`src/rtl/inst_fetch.sv`:
```
// +----------------------------------------------------------------------------+
// | inst_fetch: single-outstanding instruction fetch stage with redirect/squash |
// | Optional macro IFU_FAULT_EN adds fetch_fault and misaligned/err fault hold.  |
// | Revision: 1.0                                                                |
// +----------------------------------------------------------------------------+
`default_nettype none

module inst_fetch #(
  parameter int              XLEN     = 32,
  parameter logic [XLEN-1:0] RESET_PC = 32'h8000_0000
) (
  input  logic            clk,
  input  logic            rst,
  output logic            imem_req_valid,
  input  logic            imem_req_ready,
  output logic [XLEN-1:0] imem_req_addr,
  input  logic            imem_resp_valid,
  input  logic [XLEN-1:0] imem_resp_data,
  input  logic            imem_resp_err,
  output logic            inst_valid,
  input  logic            inst_ready,
  output logic [XLEN-1:0] inst,
  output logic [XLEN-1:0] inst_pc,
  input  logic            redirect_valid,
  input  logic [XLEN-1:0] redirect_pc
`ifdef IFU_FAULT_EN
  ,
  output logic            fetch_fault
`endif
);

`ifdef IFU_FAULT_EN
  localparam logic FAULT_EN = 1'b1;
`else
  localparam logic FAULT_EN = 1'b0;
`endif

  typedef enum logic [2:0] {
    S_IDLE  = 3'd0,
    S_REQ   = 3'd1,
    S_WAIT  = 3'd2,
    S_HOLD  = 3'd3,
    S_FAULT = 3'd4
  } state_e;

  state_e          state_q;
  logic [XLEN-1:0] pc_q;
  logic            drop_q;
  logic            pend_fault_q;
  logic            req_valid_q;
  logic            inst_valid_q;
  logic [XLEN-1:0] inst_q;
  logic [XLEN-1:0] inst_pc_q;
  logic            fault_q;

  logic            w_mis;
  logic [XLEN-1:0] w_rpc;
  logic            w_err;
  logic            w_redir_now;
  logic            w_redir_defer;

  assign w_mis = FAULT_EN & (redirect_pc[1:0] != 2'b00);
  assign w_rpc = FAULT_EN ? redirect_pc : {redirect_pc[XLEN-1:2], 2'b00};
  assign w_err = FAULT_EN & imem_resp_err;

  // A redirect either takes effect at once, or must wait for the already
  // accepted request's response to drain (drop it when it arrives).
  assign w_redir_now = redirect_valid &&
                       (((state_q == S_REQ)  && !imem_req_ready)  ||
                        ((state_q == S_WAIT) &&  imem_resp_valid) ||
                         (state_q == S_HOLD) || (state_q == S_FAULT));
  assign w_redir_defer = redirect_valid &&
                         (((state_q == S_REQ)  &&  imem_req_ready) ||
                          ((state_q == S_WAIT) && !imem_resp_valid));

  always_ff @(posedge clk) begin
    if (rst) begin
      state_q      <= S_IDLE;
      pc_q         <= RESET_PC;
      drop_q       <= 1'b0;
      pend_fault_q <= 1'b0;
      req_valid_q  <= 1'b0;
      inst_valid_q <= 1'b0;
      inst_q       <= '0;
      inst_pc_q    <= '0;
      fault_q      <= 1'b0;
    end else if (w_redir_now) begin
      pc_q         <= w_rpc;
      drop_q       <= 1'b0;
      pend_fault_q <= 1'b0;
      if (w_mis) begin
        state_q      <= S_HOLD;
        req_valid_q  <= 1'b0;
        inst_valid_q <= 1'b1;
        inst_q       <= '0;
        inst_pc_q    <= redirect_pc;
        fault_q      <= 1'b1;
      end else begin
        state_q      <= S_REQ;
        req_valid_q  <= 1'b1;
        inst_valid_q <= 1'b0;
        fault_q      <= 1'b0;
      end
    end else if (w_redir_defer) begin
      pc_q         <= w_rpc;
      drop_q       <= 1'b1;
      pend_fault_q <= w_mis;
      state_q      <= S_WAIT;
      req_valid_q  <= 1'b0;
    end else begin
      case (state_q)
        S_IDLE: begin
          state_q     <= S_REQ;
          req_valid_q <= 1'b1;
        end
        S_REQ: begin
          if (imem_req_ready) begin
            state_q     <= S_WAIT;
            req_valid_q <= 1'b0;
          end
        end
        S_WAIT: begin
          if (imem_resp_valid) begin
            if (drop_q) begin
              drop_q       <= 1'b0;
              pend_fault_q <= 1'b0;
              if (pend_fault_q) begin
                state_q      <= S_HOLD;
                inst_valid_q <= 1'b1;
                inst_q       <= '0;
                inst_pc_q    <= pc_q;
                fault_q      <= 1'b1;
              end else begin
                state_q     <= S_REQ;
                req_valid_q <= 1'b1;
              end
            end else begin
              state_q      <= S_HOLD;
              inst_valid_q <= 1'b1;
              inst_q       <= w_err ? '0 : imem_resp_data;
              inst_pc_q    <= pc_q;
              fault_q      <= w_err;
            end
          end
        end
        S_HOLD: begin
          if (inst_ready) begin
            inst_valid_q <= 1'b0;
            if (fault_q) begin
              state_q <= S_FAULT;
            end else begin
              pc_q        <= pc_q + XLEN'(4);
              state_q     <= S_REQ;
              req_valid_q <= 1'b1;
            end
          end
        end
        S_FAULT: begin
          state_q <= S_FAULT;
        end
        default: begin
          state_q     <= S_IDLE;
          req_valid_q <= 1'b0;
        end
      endcase
    end
  end

  assign imem_req_valid = req_valid_q;
  assign imem_req_addr  = pc_q;
  assign inst_valid     = inst_valid_q;
  assign inst           = inst_q;
  assign inst_pc        = inst_pc_q;
`ifdef IFU_FAULT_EN
  assign fetch_fault    = fault_q;
`endif

endmodule

`default_nettype wire

```
`config.mk`:
```
export PLATFORM = sky130hd
export DESIGN_NAME = inst_fetch
export DESIGN_NICKNAME = d
export VERILOG_FILES = /design/src/rtl/inst_fetch.sv
export SDC_FILE = /design/constraint.sdc
export NUM_CORES = 1
export LEC_CHECK = 0
export CAP_MARGIN = 20
export CORE_ASPECT_RATIO = 2
export CORE_UTILIZATION = 47
export CTS_CLUSTER_DIAMETER = 120
export DETAILED_ROUTE_END_ITERATION = 16
export HOLD_SLACK_MARGIN = 0.06
export PLACE_DENSITY = 0.92
export SYNTH_ARGS = -nofsm -noshare
export SYNTH_HDL_FRONTEND = slang
export SYNTH_SLANG_ARGS = --single-unit
```
`constraint.sdc`:
```
create_clock -name clk -period 3.05 [get_ports clk]
set_input_delay 0.305 -clock clk [delete_from_list [all_inputs] [get_ports clk]]
set_output_delay 0.305 -clock clk [all_outputs]
set_load 0.01 [all_outputs]
```
==> reports/qor.yml <==
setup_path:
  worstSetupPathType: "register to register"
  path_cells: "o21ai_0 -> and3_1 -> nor4_4 -> buf_4 -> nand2_1 -> a21oi_1"
  worstPathRequired_ns: 3.31
  critPathMaxFanout: 39
  path_buf_inv: 1
  start_kind: "register"
  path_delay_family: "simple AND/OR/NAND/NOR gates"
  crit_path_top_delay_cell: "dfxtp_1"
  slowest_delay_ns: 0.59
  end_kind: "register"
  critPathArrivalTime_ns: 2.53
die:
  num_io_pins: 169
  die_x_um: 68.6
  core_um2: 8590
  row_count: 48
  dieArea_um2: 9260
  fp.dieH_um: 135
  start_util_pct: 48.5
timing:
  slew_viol_final: 0
  setup_viol: 0
  grt_setup_unrepaired: "false"
  tightest_slew_ns: 0.828
  final_hold_viol_count: 0
  fin_skew_ns: 0.0111
  slew_headroom_pct: 44.8
  period_minus_slack_ns: 2.27
  tns_ns: 0
  fmax_mhz: 441
  holdWs_ns: 0.320
  period_share_pct: 74.4
placed_design:
  place_area_um2: 5770
  place.gp.congestion: 0.912
  dp_cells: 745
  hpwl_um: 8720
  io_buffers: 161
routing:
  num_vias: 4155
  routed_wl_um: 12000
  wl_per_cell_um: 15.8
  ant_nets: 0
  vias_per_cell: 5.47
  drt-initial-drc-count: 224
  dr.pass1.iters: 5
  drc: 0
layout:
  fin_area_um2: 6080
  multiInputGateArea_um2: 2000
  n_fill_cell: 666
  regArea_um2: 1960
  diodes: 0
  layout.cells.non_filler: 760
  syn2layout_area_growth_pct: 46.1
  final_nets: 728
  layout-drive-gt1-share_pct: 4.55
logic_synthesis:
  synth_area_leader_cell: "dfxtp_1"
  syn_area_um2: 4160
  ys_warn_count: 0
  ys_ff_latch: 98
  synthDistinctLibCells: 40
  synth-main-ff-cell: "dfxtp_1"
  synth_top_area_share_pct: 47.1
  seq_area_frac_synth_pct: 47.1
  synth_edf_count: 0
  synth.most_common_cell: "nand2_1"
  synthTopCellsByCount: "nand2_1, dfxtp_1, a21oi_1, nor2_1, a211oi_1"
  async_flop_share_pct: 0
  netlist_top_cells_area: "dfxtp_1, nand2_1, a21oi_1, a211oi_1, xor2_1"
  synth_area_per_cell_um2: 8.13
  syn_inst: 512
global_route:
  busiest_layer: "met2"
  grt.met2_usage_pct: 46.9
  met3_usage_pct: 5.24
  grt_overflow_total: 0
  grtUsageMet1_pct: 28.3
  antenna_found_initial: 0
  grt_max_degree: 81
  grt_pass1_vias: 4017
  grt_use_total_pct: 27.0
  grt_pass1_wl_um: 18700
clock_network:
  numClockSinks: 98
  cts_setup_buffers: 0
  ctsResizeCount: 0
  h-tree-depth: 3
  numCtsBuffers: 9
  cts_tree: "done"
  clock_latency_ns: 0.35
  clkSlewWorstSetupHoldPaths_ns: 0.06
  clockRootBuffer: "clkbuf_16"
  clock_path_buffers: 2
  postCtsHoldBufs: 0
power:
  power_density_nw_per_um2: 572
  leakagePower_nw: 2.04
  irDropWorstVdd_v: 0.000317
run:
  maxCapViolations: 0
status:
  outcome: "complete, no violations"
hold_path:
  hold_path.class: "input port to register"
==> cell usage in the layout (no fill, tap or decap), types with 4 or more instances in the layout <==
cell	instances
nand4_1	12
clkdlybuf4s50_1	160
a21oi_1	68
nand3_1	11
nand2_1	136
nor2_1	36
clkbuf_16	9
xnor2_1	7
xor2_1	21
nor3_1	5
a211oi_1	28
dfxtp_1	98
and3_1	5
buf_4	5
inv_1	5
conb_1	4
nor4_1	5
==> flip-flops by register name, summed over array words and instances, names as in the netlist <==
name	cells
inst	32
imem_req_addr	30
inst_pc	30
state_q	3
drop_q	1
imem_req_valid	1
inst_valid	1
==> per-layer routing <==
metal	wire length (um)	part of all wire, %	up-vias
met5	0	0	-
li1	-	-	2027
met1	4260	35	1938
met2	6500	54	153
met4	568	4.7	0
met3	681	5.7	37
==> cells by family (layout without fill, tap and decap cells) <==
group | count (synthesis) | count (layout) | share of synthesized area (%)
buf+inv | 42 | 187 | 5.32
other cells | 1 | 4 | 0.0901
flops | 98 | 98 | 47.1
fa+ha+maj | 1 | 1 | 0.300
simple gates | 231 | 231 | 25.5
compound gates | 111 | 111 | 15.8
xor+xnor | 28 | 28 | 5.89
==> report_power, final <==
part           leakage (nW)  internal [mW]  switching [mW]
Clock                 0.152          0.716           0.479
Sequential            0.797           1.39           0.150
Combinational          1.10          0.384           0.356
==> worst paths after layout <==
path / start / cells past startpoint / end / slack (ns)
setup / recovery: state_q[0]$_SDFFE_PP0P_ / 6 / inst[30]$_SDFFE_PP0P_ / 0.78
hold / removal: rst / 2 / inst_pc[7]$_SDFFE_PP0P_ / 0.32
setup reg to reg: state_q[0]$_SDFFE_PP0P_ / 6 / inst[30]$_SDFFE_PP0P_ / 0.78
hold reg to reg: inst_pc[15]$_SDFFE_PP0P_ / 2 / inst_pc[15]$_SDFFE_PP0P_ / 0.45
==> area by class of cell <==
| cell class | instances | share of cell area [%] |
|---|---|---|
| multi-input cells | 375 | 32.8 |
| flip-flops and latches | 98 | 32.3 |
| repair buffers | 167 | 27.4 |
| clock buffers | 9 | 3.70 |
| well taps | 100 | 2.06 |
| clock inverters | 6 | 1.48 |
| inverters | 5 | 0.309 |
==> through the flow <==
| step | setup slack, ns | total power, mW | utilization [%] |
|---|---|---|---|
| floorplan | 1.11 | 1.92 | - |
| global placement | 0.729 | 2.28 | 67.1 |
| detailed placement | 0.691 | 2.31 | 67.1 |
| CTS | 0.751 | 3.50 | 70.8 |
| global route | 0.576 | 3.63 | 70.8 |
| finish | 0.781 | 3.48 | 70.8 |
(Power assumes the default switching activity.)
